`src/rtl/ram_arb_pkg.sv`:
```
// Shared definitions for the two-port RAM arbiter: FSM state encoding and
// requester index constants used by the pointer logic.
// Latency: n/a (types and constants only). Backpressure: n/a.
package ram_arb_pkg;

  // START: one-cycle post-reset state
  // CLEAR: optional RAM sweep
  // ARB:   normal arbitration
  typedef enum logic [1:0] {
    START = 2'd0,
    CLEAR = 2'd1,
    ARB   = 2'd2
  } state_t;

  localparam logic REQ0 = 1'b0;
  localparam logic REQ1 = 1'b1;

endpackage

```
`src/rtl/rr_arb2.sv`:
```
// Two-requester round-robin grant selector. It looks only at the current
// valids and the priority pointer; the pointer itself is owned by the caller.
// Latency: purely combinational. Backpressure: an ungranted valid simply sees no grant.
//
// Ports:
//   i_valid[1:0]  request valids (bit N = requester N)
//   i_ptr         requester that wins when both requests are valid
//   o_grant[1:0]  one-hot grant, all zero when nothing is valid
module rr_arb2
  import ram_arb_pkg::*;
(
  input  logic [1:0] i_valid,
  input  logic       i_ptr,
  output logic [1:0] o_grant
);

  always_comb begin
    o_grant = 2'b00;
    case (i_valid)
      2'b01:   o_grant = 2'b01;
      2'b10:   o_grant = 2'b10;
      2'b11:   o_grant = (i_ptr == REQ1) ? 2'b10 : 2'b01;
      default: o_grant = 2'b00;
    endcase
  end

endmodule

```
`src/rtl/ram_arbiter_2p.sv`:
```
// Round-robin arbiter/sequencer that shares one single-port sync-read RAM
// between two requesters. The RAM can optionally be swept to CLEAR_VALUE
// after reset; that sweep is enabled by defining RAM_ARB_CLEAR_EN.
// Latency: grant is combinational; read data returns one cycle after acceptance.
// Backpressure: rN_ready is low while the other requester wins or outside ARB;
//               a held-off requester keeps valid and payload stable.
//
// Ports:
//   clock, reset_n            single clock, asynchronous active-low reset
//   rN_valid/ready            request handshake, accepted on valid & ready
//   rN_we/addr/wdata          access type, address and write data
//   rN_rvalid/rdata           one-cycle read response (rdata is 0 otherwise)
//   ram_addr/din/we, ram_dout RAM interface (registered address, 1-cycle read)
//   busy                      high while the FSM is not in ARB
module ram_arbiter_2p
  import ram_arb_pkg::*;
#(
  parameter int                AWIDTH      = 3,
  parameter int                DWIDTH      = 32,
  parameter logic [DWIDTH-1:0] CLEAR_VALUE = '0
) (
  input  logic              clock,
  input  logic              reset_n,

  input  logic              r0_valid,
  output logic              r0_ready,
  input  logic              r0_we,
  input  logic [AWIDTH-1:0] r0_addr,
  input  logic [DWIDTH-1:0] r0_wdata,
  output logic              r0_rvalid,
  output logic [DWIDTH-1:0] r0_rdata,

  input  logic              r1_valid,
  output logic              r1_ready,
  input  logic              r1_we,
  input  logic [AWIDTH-1:0] r1_addr,
  input  logic [DWIDTH-1:0] r1_wdata,
  output logic              r1_rvalid,
  output logic [DWIDTH-1:0] r1_rdata,

  output logic [AWIDTH-1:0] ram_addr,
  output logic [DWIDTH-1:0] ram_din,
  output logic              ram_we,
  input  logic [DWIDTH-1:0] ram_dout,

  output logic              busy
);

  state_t     r_state;
  state_t     w_state_nxt;
  logic       r_ptr;
  logic [1:0] r_rvalid;
  logic       w_in_arb;
  logic [1:0] w_valid;
  logic [1:0] w_grant;

  assign w_in_arb = (r_state == ARB);

  // Requests are masked outside ARB so no grant can leak during START/CLEAR.
  assign w_valid = {r1_valid, r0_valid} & {2{w_in_arb}};

  rr_arb2 u_rr_arb2 (
    .i_valid (w_valid),
    .i_ptr   (r_ptr),
    .o_grant (w_grant)
  );

  assign r0_ready = w_grant[0];
  assign r1_ready = w_grant[1];

`ifdef RAM_ARB_CLEAR_EN
  localparam int                DEPTH     = 1 << AWIDTH;
  localparam logic [AWIDTH-1:0] LAST_ADDR = AWIDTH'(DEPTH - 1);

  logic [AWIDTH-1:0] r_cnt;

  // Sweep address; reset returns it to 0 so an interrupted sweep restarts.
  always_ff @(posedge clock or negedge reset_n) begin
    if (!reset_n) begin
      r_cnt <= '0;
    end else if (r_state == CLEAR) begin
      r_cnt <= r_cnt + AWIDTH'(1);
    end
  end
`else
  logic w_unused_clear;
  assign w_unused_clear = ^CLEAR_VALUE;
`endif

  // State register, priority pointer and read-response strobes.
  always_ff @(posedge clock or negedge reset_n) begin
    if (!reset_n) begin
      r_state  <= START;
      r_ptr    <= REQ0;
      r_rvalid <= 2'b00;
    end else begin
      r_state <= w_state_nxt;
      // Hand priority to the requester that lost (or was idle) this time.
      if (|w_grant) begin
        r_ptr <= w_grant[0] ? REQ1 : REQ0;
      end
      // Only reads produce a response, one cycle after acceptance.
      r_rvalid <= w_grant & ~{r1_we, r0_we};
    end
  end

  // Next-state logic.
  always_comb begin
    w_state_nxt = r_state;
    case (r_state)
      START: begin
`ifdef RAM_ARB_CLEAR_EN
        w_state_nxt = CLEAR;
`else
        w_state_nxt = ARB;
`endif
      end
`ifdef RAM_ARB_CLEAR_EN
      CLEAR: begin
        if (r_cnt == LAST_ADDR) begin
          w_state_nxt = ARB;
        end
      end
`endif
      ARB:     w_state_nxt = ARB;
      default: w_state_nxt = START;
    endcase
  end

  // RAM drive. With no grant the address/data buses idle on requester 0's
  // payload and the write enable stays low.
  always_comb begin
    ram_we   = 1'b0;
    ram_addr = r0_addr;
    ram_din  = r0_wdata;
`ifdef RAM_ARB_CLEAR_EN
    if (r_state == CLEAR) begin
      ram_we   = 1'b1;
      ram_addr = r_cnt;
      ram_din  = CLEAR_VALUE;
    end else
`endif
    if (w_grant[1]) begin
      ram_we   = r1_we;
      ram_addr = r1_addr;
      ram_din  = r1_wdata;
    end else if (w_grant[0]) begin
      ram_we   = r0_we;
    end
  end

  assign r0_rvalid = r_rvalid[0];
  assign r1_rvalid = r_rvalid[1];
  assign r0_rdata  = r_rvalid[0] ? ram_dout : '0;
  assign r1_rdata  = r_rvalid[1] ? ram_dout : '0;

  assign busy = ~w_in_arb;

endmodule

```
`config.mk`:
```
export PLATFORM = sky130hd
export DESIGN_NAME = ram_arbiter_2p
export DESIGN_NICKNAME = d
export VERILOG_FILES = /design/src/rtl/ram_arb_pkg.sv /design/src/rtl/rr_arb2.sv /design/src/rtl/ram_arbiter_2p.sv
export SDC_FILE = /design/constraint.sdc
export NUM_CORES = 1
export LEC_CHECK = 0
export ABC_AREA = 1
export CAP_MARGIN = 10
export CORE_AREA = 4 4 80 82
export CTS_CLUSTER_SIZE = 16
export DETAILED_ROUTE_END_ITERATION = 16
export DIE_AREA = 0 0 84 86
export DONT_BUFFER_PORTS = 1
export PLACE_DENSITY_LB_ADDON = 0.12
export SYNTH_ARGS = -nofsm -noshare
export SYNTH_HDL_FRONTEND = slang
export SYNTH_SLANG_ARGS = --single-unit
```
`constraint.sdc`:
```
create_clock -name clock -period 1.3 [get_ports clock]
set_input_delay 0.13 -clock clock [delete_from_list [all_inputs] [get_ports clock]]
set_output_delay 0.13 -clock clock [all_outputs]
set_load 0.03 [all_outputs]
```
==> results of run 1 <==
[worst min-delay path: cells and delay by family]
| family | cells | cell delay (ps) |
|---|---|---|
| simple gates | 3 | 220 |
[synth_stat cells]
library cell    n  share of area (%)
buf_12          2                3.0
buf_2           8                3.0
buf_4           1               0.57
buf_6           3                2.6
buf_8           2                2.3
conb_1          1               0.29
dfrtp_1         4                7.6
inv_1          68                 19
inv_2           1               0.29
inv_4           1               0.48
nand2_1       138                 39
nand2_2         1               0.48
nand2_4         2                1.7
nand3_1        27                 10
nand3_2        10                7.6
nor2_1          2               0.57
o21ai_0         1               0.38
[how the worst max path moves through the flow]
stage                                     start            to  slack (ps)
after CTS                     r_ptr$_DFFE_PN0P_    ram_din[4]        -120
after global routing          r_ptr$_DFFE_PN0P_   ram_din[22]        -190
final                         r_ptr$_DFFE_PN0P_   ram_din[22]        -120
after floorplan           r_rvalid[0]$_DFF_PN0_  r0_rdata[10]         130
after global placement        r_ptr$_DFFE_PN0P_    ram_din[3]         110
after detailed placement   r_state[1]$_DFF_PN0_   ram_din[17]         110
[layer usage]
| layer | up-vias | GRT usage [%] |
|---|---|---|
| met5 | - | 0 |
| met4 | 0 | 2.19 |
| met3 | 2 | 5.57 |
| met2 | 128 | 25.5 |
| met1 | 705 | 12.4 |
| li1 | 801 | - |
[state kept, by name (all words and copies together) (netlist names)]
name and cells:
r_ptr 1, r_state 1, r_rvalid 2
[per-stage QoR]
stage               total power (uW)  instance area [um^2]
floorplan                        758                  1320
global placement                1020                  1710
detailed placement              1020                  1710
CTS                             1420                  2020
global route                    1510                  2110
finish                          1430                  2110
[cells in the final DEF (no fill, tap or decap), drive strengths merged]
cell type,n
dlygate4sd3,3
bufbuf,1
clkbuf,3
conb,1
inv,70
nand3,37
buf,25
nand2,141
nor2,2
dfrtp,4
o21ai,1
[final cells by class]
type                       instances  area (um^2)  share of cell area, %
clock buffer                       3         41.3                   1.96
inverter                          70          265                   12.6
multi-input combinational        182         1070                   51.0
sequential                         4          100                   4.75
tap                               75         93.8                   4.45
timing repair buffer              29          533                   25.3
[where the power goes]
group,switching [uW],internal (uW)
clock,60.0,197
sequential,6.22,134
combinational,658,373
[kinds of logic after synthesis]
kind of cell | Yosys count | share of synthesized area, %
other | 1 | 0.285
buffers and inverters | 86 | 31.7
AND/OR/NAND/NOR | 180 | 60.0
AO/OA/AOI/OAI | 1 | 0.380
flip-flops | 4 | 7.61
[timing repair]
item / CTS / global route
cloned: 1 / 0
pin swaps: 2 / 16
hold endpoints to repair: 6 / 0
hold buffers: 3 / 0
setup endpoints to repair: 37 / 38
gates resized for setup: 62 / 23
==> run summary, run 1 <==
Worst path slowest cell - dfrtp_1
Final WS setup - -120 ps
Gr ovfl total - 0
# diodes - 0
Iteration-0 DRC Markers - 53
CTS tree - done
Vias in the first global route - 1562
Setup CP Type - register to output port
Postcts setup bufs - 0
Worst Reg-to-Reg Cells - 5
Overall routing resource usage - 12.9%
DR WL met2 - 2.82 mm
CP Buf/Inv Count - 2
WP depth - 5
CTS root buffer - clkbuf_8
CTS Buffer Depth - 2
Vias - 1636
Cell family with most CP delay - buffers and inverters
Fillers - 583
M1 WL - 1.70 mm
RR Startpoint - r_ptr$_DFFE_PN0P_
Number of max-cap violations - 0
Sequential area share after synthesis - 7.61%
Met3 WL post-DR - 619 um
Critical Path End Type - output port
# rows - 28
RSZ-0062 raised after global routing - true
Data required time of the worst path - 1170 ps
Number of synthesized register bits - 4
Final WL - 5.17 mm
Num CTS Buffers - 3
GP Congestion - 0.723
RR Endpoint - r_rvalid[1]$_DFF_PN0_
CTS Sinks - 4
Vias per inst - 4.51
Area growth, synth to finish - 60.2%
Status - complete, but fails checks
Cells after synthesis - 272
Final ANT Viol Nets - 0
Pre-CTS WS - 105 ps
Final Util - 36.7%
Finished Layout Cells - 363
DIE HEIGHT - 86 um
Hold path start - r1_valid
# H-tree levels - 1
Nets@finish - 398
Drt first pass iters - 4
Initial antenna violation count - 0
CTS clk-pin slew, worst paths - 30 ps
Max incr delay on CP - 350 ps
Hold path depth - 3
Achievable clock frequency - 704 MHz
I/O Buffers - 0
Synthesized area - 0.00132 mm^2
Die width - 84 um
Full die area - 0.00722 mm^2
Leak pwr - 0.00142 uW
Top routing layer in use - met4
Initial core utilization - 22.9%
Mapped Nets - 380
Hold Path Class - input port to register
Reg2reg setup slack - 360 ps
Core box area - 0.00575 mm^2
Max IR drop VDD - 0.311 mV
Most frequent CP cell - nand2_4
Startpoint types - register
Crit path max fanout - 18
Inst Count DP - 356
WP data arrival - 1290 ps
Detailed-placement wirelength estimate - 4.24 mm
TNS Setup - -2700 ps
First-pass GRT wire length - 7.51 mm
Layout cells sized above 1 - 34.4%
CP Cell Sequence - inv_2 > nand2_4 > bufbuf_16 > nand3_1 > nand2_4
WL/cell - 14.2 um
Final Setup Violations - 33
Clock latency on the worst-skew pair - 210 ps
Worst Skew - 1.91 ps
Hold worst-path end - r_rvalid[0]$_DFF_PN0_
Failing checks - setup timing
Slew Limit Fails - 0
Final critical-path required period - 1420 ps
Syn_area_per_cell - 4.83 um^2
Power Density - 678 mW/mm^2
Cell variety after synth - 17
Synth warnings - 0
Final Hold Viols - 0
Top Ports - 213
DRC errors left - 0
Period utilization - 109%
Largest net degree at the start of global routing - 34
Hold WS - 187 ps
Power figures use the tool's default switching activity.
==> run 2: changes to the inputs <==
CORE_AREA = not set   (was 4 4 80 82)
CORE_MARGIN = 4   (was not set)
CORE_UTILIZATION = 23   (was not set)
CTS_CLUSTER_DIAMETER = 60   (was not set)
DIE_AREA = not set   (was 0 0 84 86)
DONT_BUFFER_PORTS = not set   (was 1)
TNS_END_PERCENT = 1   (was not set)
==> run 2 against run 1 <==
Net effect:
- sequential share of layout area fell by 1.9 points
- clock power about the same
- global-route usage increased by 4.6 points
- power up 25%
- routed wire length grew 34%
- die area down 3.2%
- the flow still finishes with violations (setup timing)
- critical path depth rose by 2
- clock-buffer cell count did not move
- worst hold slack worse by 72 ps
- non-clock buffer count increased by 196
==> run summary, run 2 (synthesized netlist as in run 1, its figures left out) <==
Slew Limit Fails - 0 (unchanged)
Final Hold Viols - 0 (unchanged)
Worst Reg-to-Reg Cells - 5 (unchanged)
Largest net degree at the start of global routing - 34 (unchanged)
Met3 WL post-DR - 646 um (+4.4%)
Nets@finish - 594 (+49%)
DR WL met2 - 3.68 mm (+30%)
Number of max-cap violations - 0 (unchanged)
Finished Layout Cells - 556 (+53%)
Worst Skew - 2.87 ps (+0.958 ps)
Final critical-path required period - 1430 ps (+6.51 ps)
Initial antenna violation count - 0 (unchanged)
Pre-CTS WS - -140 ps (-245 ps)
Beginning of the critical path - r_state[1]$_DFF_PN0_
Vias - 2297 (+40%)
Power Density - 506 mW/mm^2 (-25%)
Max IR drop VDD - 0.336 mV (+8.2%)
Vias per inst - 4.13 (-8.3%)
Vias in the first global route - 2190 (+40%)
Clock latency on the worst-skew pair - 220 ps (about the same)
Leak pwr - 0.00224 uW (+58%)
Final Setup Violations - 37 (+12%)
Achievable clock frequency - 701 MHz (-0.46%)
Num CTS Buffers - 3 (unchanged)
Leading cell types in the layout, fill and taps excluded - nand2_1 (135), clkdlybuf4s50_1 (105), buf_4 (71)
DRC errors left - 0 (unchanged)
Final WL - 6.90 mm (+34%)
Critical Path End Type - output port
First-pass GRT wire length - 10.2 mm (+36%)
Most frequent CP cell - nand2_1
Startpoint types - register
CTS root buffer - clkbuf_8
Top routing layer in use - met4
DIE HEIGHT - 83.6 um (-2.8%)
Iteration-0 DRC Markers - 44 (-17%)
WP data arrival - 1300 ps (about the same)
Post-DP Area - 0.00329 mm^2 (+93%)
Full die area - 0.00699 mm^2 (-3.2%)
Die width - 83.6 um (-0.46%)
Most common cell after layout, fill and taps aside - nand2_1
# diodes - 0 (unchanged)
Status - complete, but fails checks
Gr ovfl total - 0 (unchanged)
Max incr delay on CP - 380 ps (+30 ps)
Overall routing resource usage - 17.5% (+4.6 points)
Failing checks - setup timing
CP Cell Sequence - nand2_2 > inv_4 > nand2_8 > clkbuf_16 > nand2_1 > nand2_1 > buf_6
Layout cells sized above 1 - 28.5% (-5.9 points)
TNS Setup - -3730 ps (-1030 ps)
CTS tree - done
Crit path max fanout - 11 (-7)
RR Endpoint - r_rvalid[1]$_DFF_PN0_
Hold Path Class - input port to asynchronous set/reset pin
Detailed-placement wirelength estimate - 5.68 mm (+34%)
Reg with most FFs - r_rvalid
Period utilization - 110% (+0.50 points)
Reg2reg setup slack - 330 ps (-30 ps)
WL/cell - 12.4 um (-13%)
Setup CP Type - register to output port
I/O Buffers - 212 (+212)
Final ANT Viol Nets - 0 (unchanged)
# rows - 27 (-3.6%)
Final WS setup - -127 ps (-6.51 ps)
# H-tree levels - 1 (unchanged)
Area growth, synth to finish - 168%
CTS Sinks - 4 (unchanged)
Initial core utilization - 23.7% (+0.85 points)
Data required time of the worst path - 1170 ps (about the same)
GP Congestion - 0.831 (+15%)
Top Ports - 213 (unchanged)
Inst Count DP - 550 (+54%)
M1 WL - 2.51 mm (+48%)
CTS Buffer Depth - 2 (unchanged)
Max FFs per register - 2 (unchanged)
RR Startpoint - r_state[1]$_DFF_PN0_
Core box area - 0.00554 mm^2 (-3.6%)
RSZ-0062 raised after global routing - true
CP Capture Point - ram_din[8]
Drt first pass iters - 4 (unchanged)
Top Registers - r_rvalid x2, r_ptr x1, r_state x1
Worst path slowest cell - dfrtp_1
Pwr Total - 1780 uW (+25%)
Final instance area - 0.00352 mm^2 (+67%)
CTS clk-pin slew, worst paths - 30 ps (about the same)
## run 2: cell count changes in the layout (fill, tap and decap cells not counted), moves of 2 or more
| cell | change |
|---|---|
| buf_4 | +70 |
| clkdlybuf4s50_1 | +105 |
| nand2_2 | -18 |
| inv_1 | +2 |
| buf_6 | +35 |
| buf_12 | -14 |
| dlygate4sd2_1 | +3 |
| nand2_1 | +43 |
| dlygate4sd3_1 | -3 |
| nand3_2 | -7 |
| nand3_1 | +7 |
| nand2_4 | -26 |
| inv_2 | -2 |
## run 2: stage by stage
step	util, %	hold slack, ps
floorplan	-	-166
global placement	59.4	345
detailed placement	59.4	347
CTS	62.5	117
global route	63.6	137
finish	63.6	115
## run 2: routing by layer
metal  GRT usage [%]  vias to the layer above
met5               0                        -
met4            4.09                        0
li1                -                     1197
met1            17.6                      970
met3            5.23                        6
met2            34.6                      124
## run 2: timing repair
item,4_1_cts,5_1_grt
gates cloned,0,2
hold buffers,0,0
pin swaps,0,1
setup endpoints to repair,39,37
buffers inserted,0,1
resized for setup,40,5
## run 2: how the worst min path moves through the flow
stage | from | to | slack, ps | depth (start not counted)
floorplan | reset_n | r_ptr$_DFFE_PN0P_ | -170 | 0
global route | reset_n | r_rvalid[0]$_DFF_PN0_ | 140 | 1
CTS | reset_n | r_rvalid[0]$_DFF_PN0_ | 120 | 1
detailed placement | reset_n | r_state[1]$_DFF_PN0_ | 350 | 1
finish | reset_n | r_rvalid[0]$_DFF_PN0_ | 120 | 1
global placement | reset_n | r_state[1]$_DFF_PN0_ | 340 | 1
## run 2: worst max-delay path: cells and delay by family, from the launching register on
family	cells	cell delay (ps)
buffers and inverters	3	420
and+or+nand+nor	4	280
DFF	1	380
## run 2: report_power, final
group          switching, uW  internal (uW)
sequential              6.70            134
combinational            694            688
clock                   63.2            197
total                    764           1020
## run 2: area by class of cell
cell class                 count  area [um^2]
tap                           72         90.1
sequential                     4          100
fill                         532         2020
inverter                      70          265
multi-input combinational    182          815
timing repair buffer         225         2210
clock buffer                   3         41.3
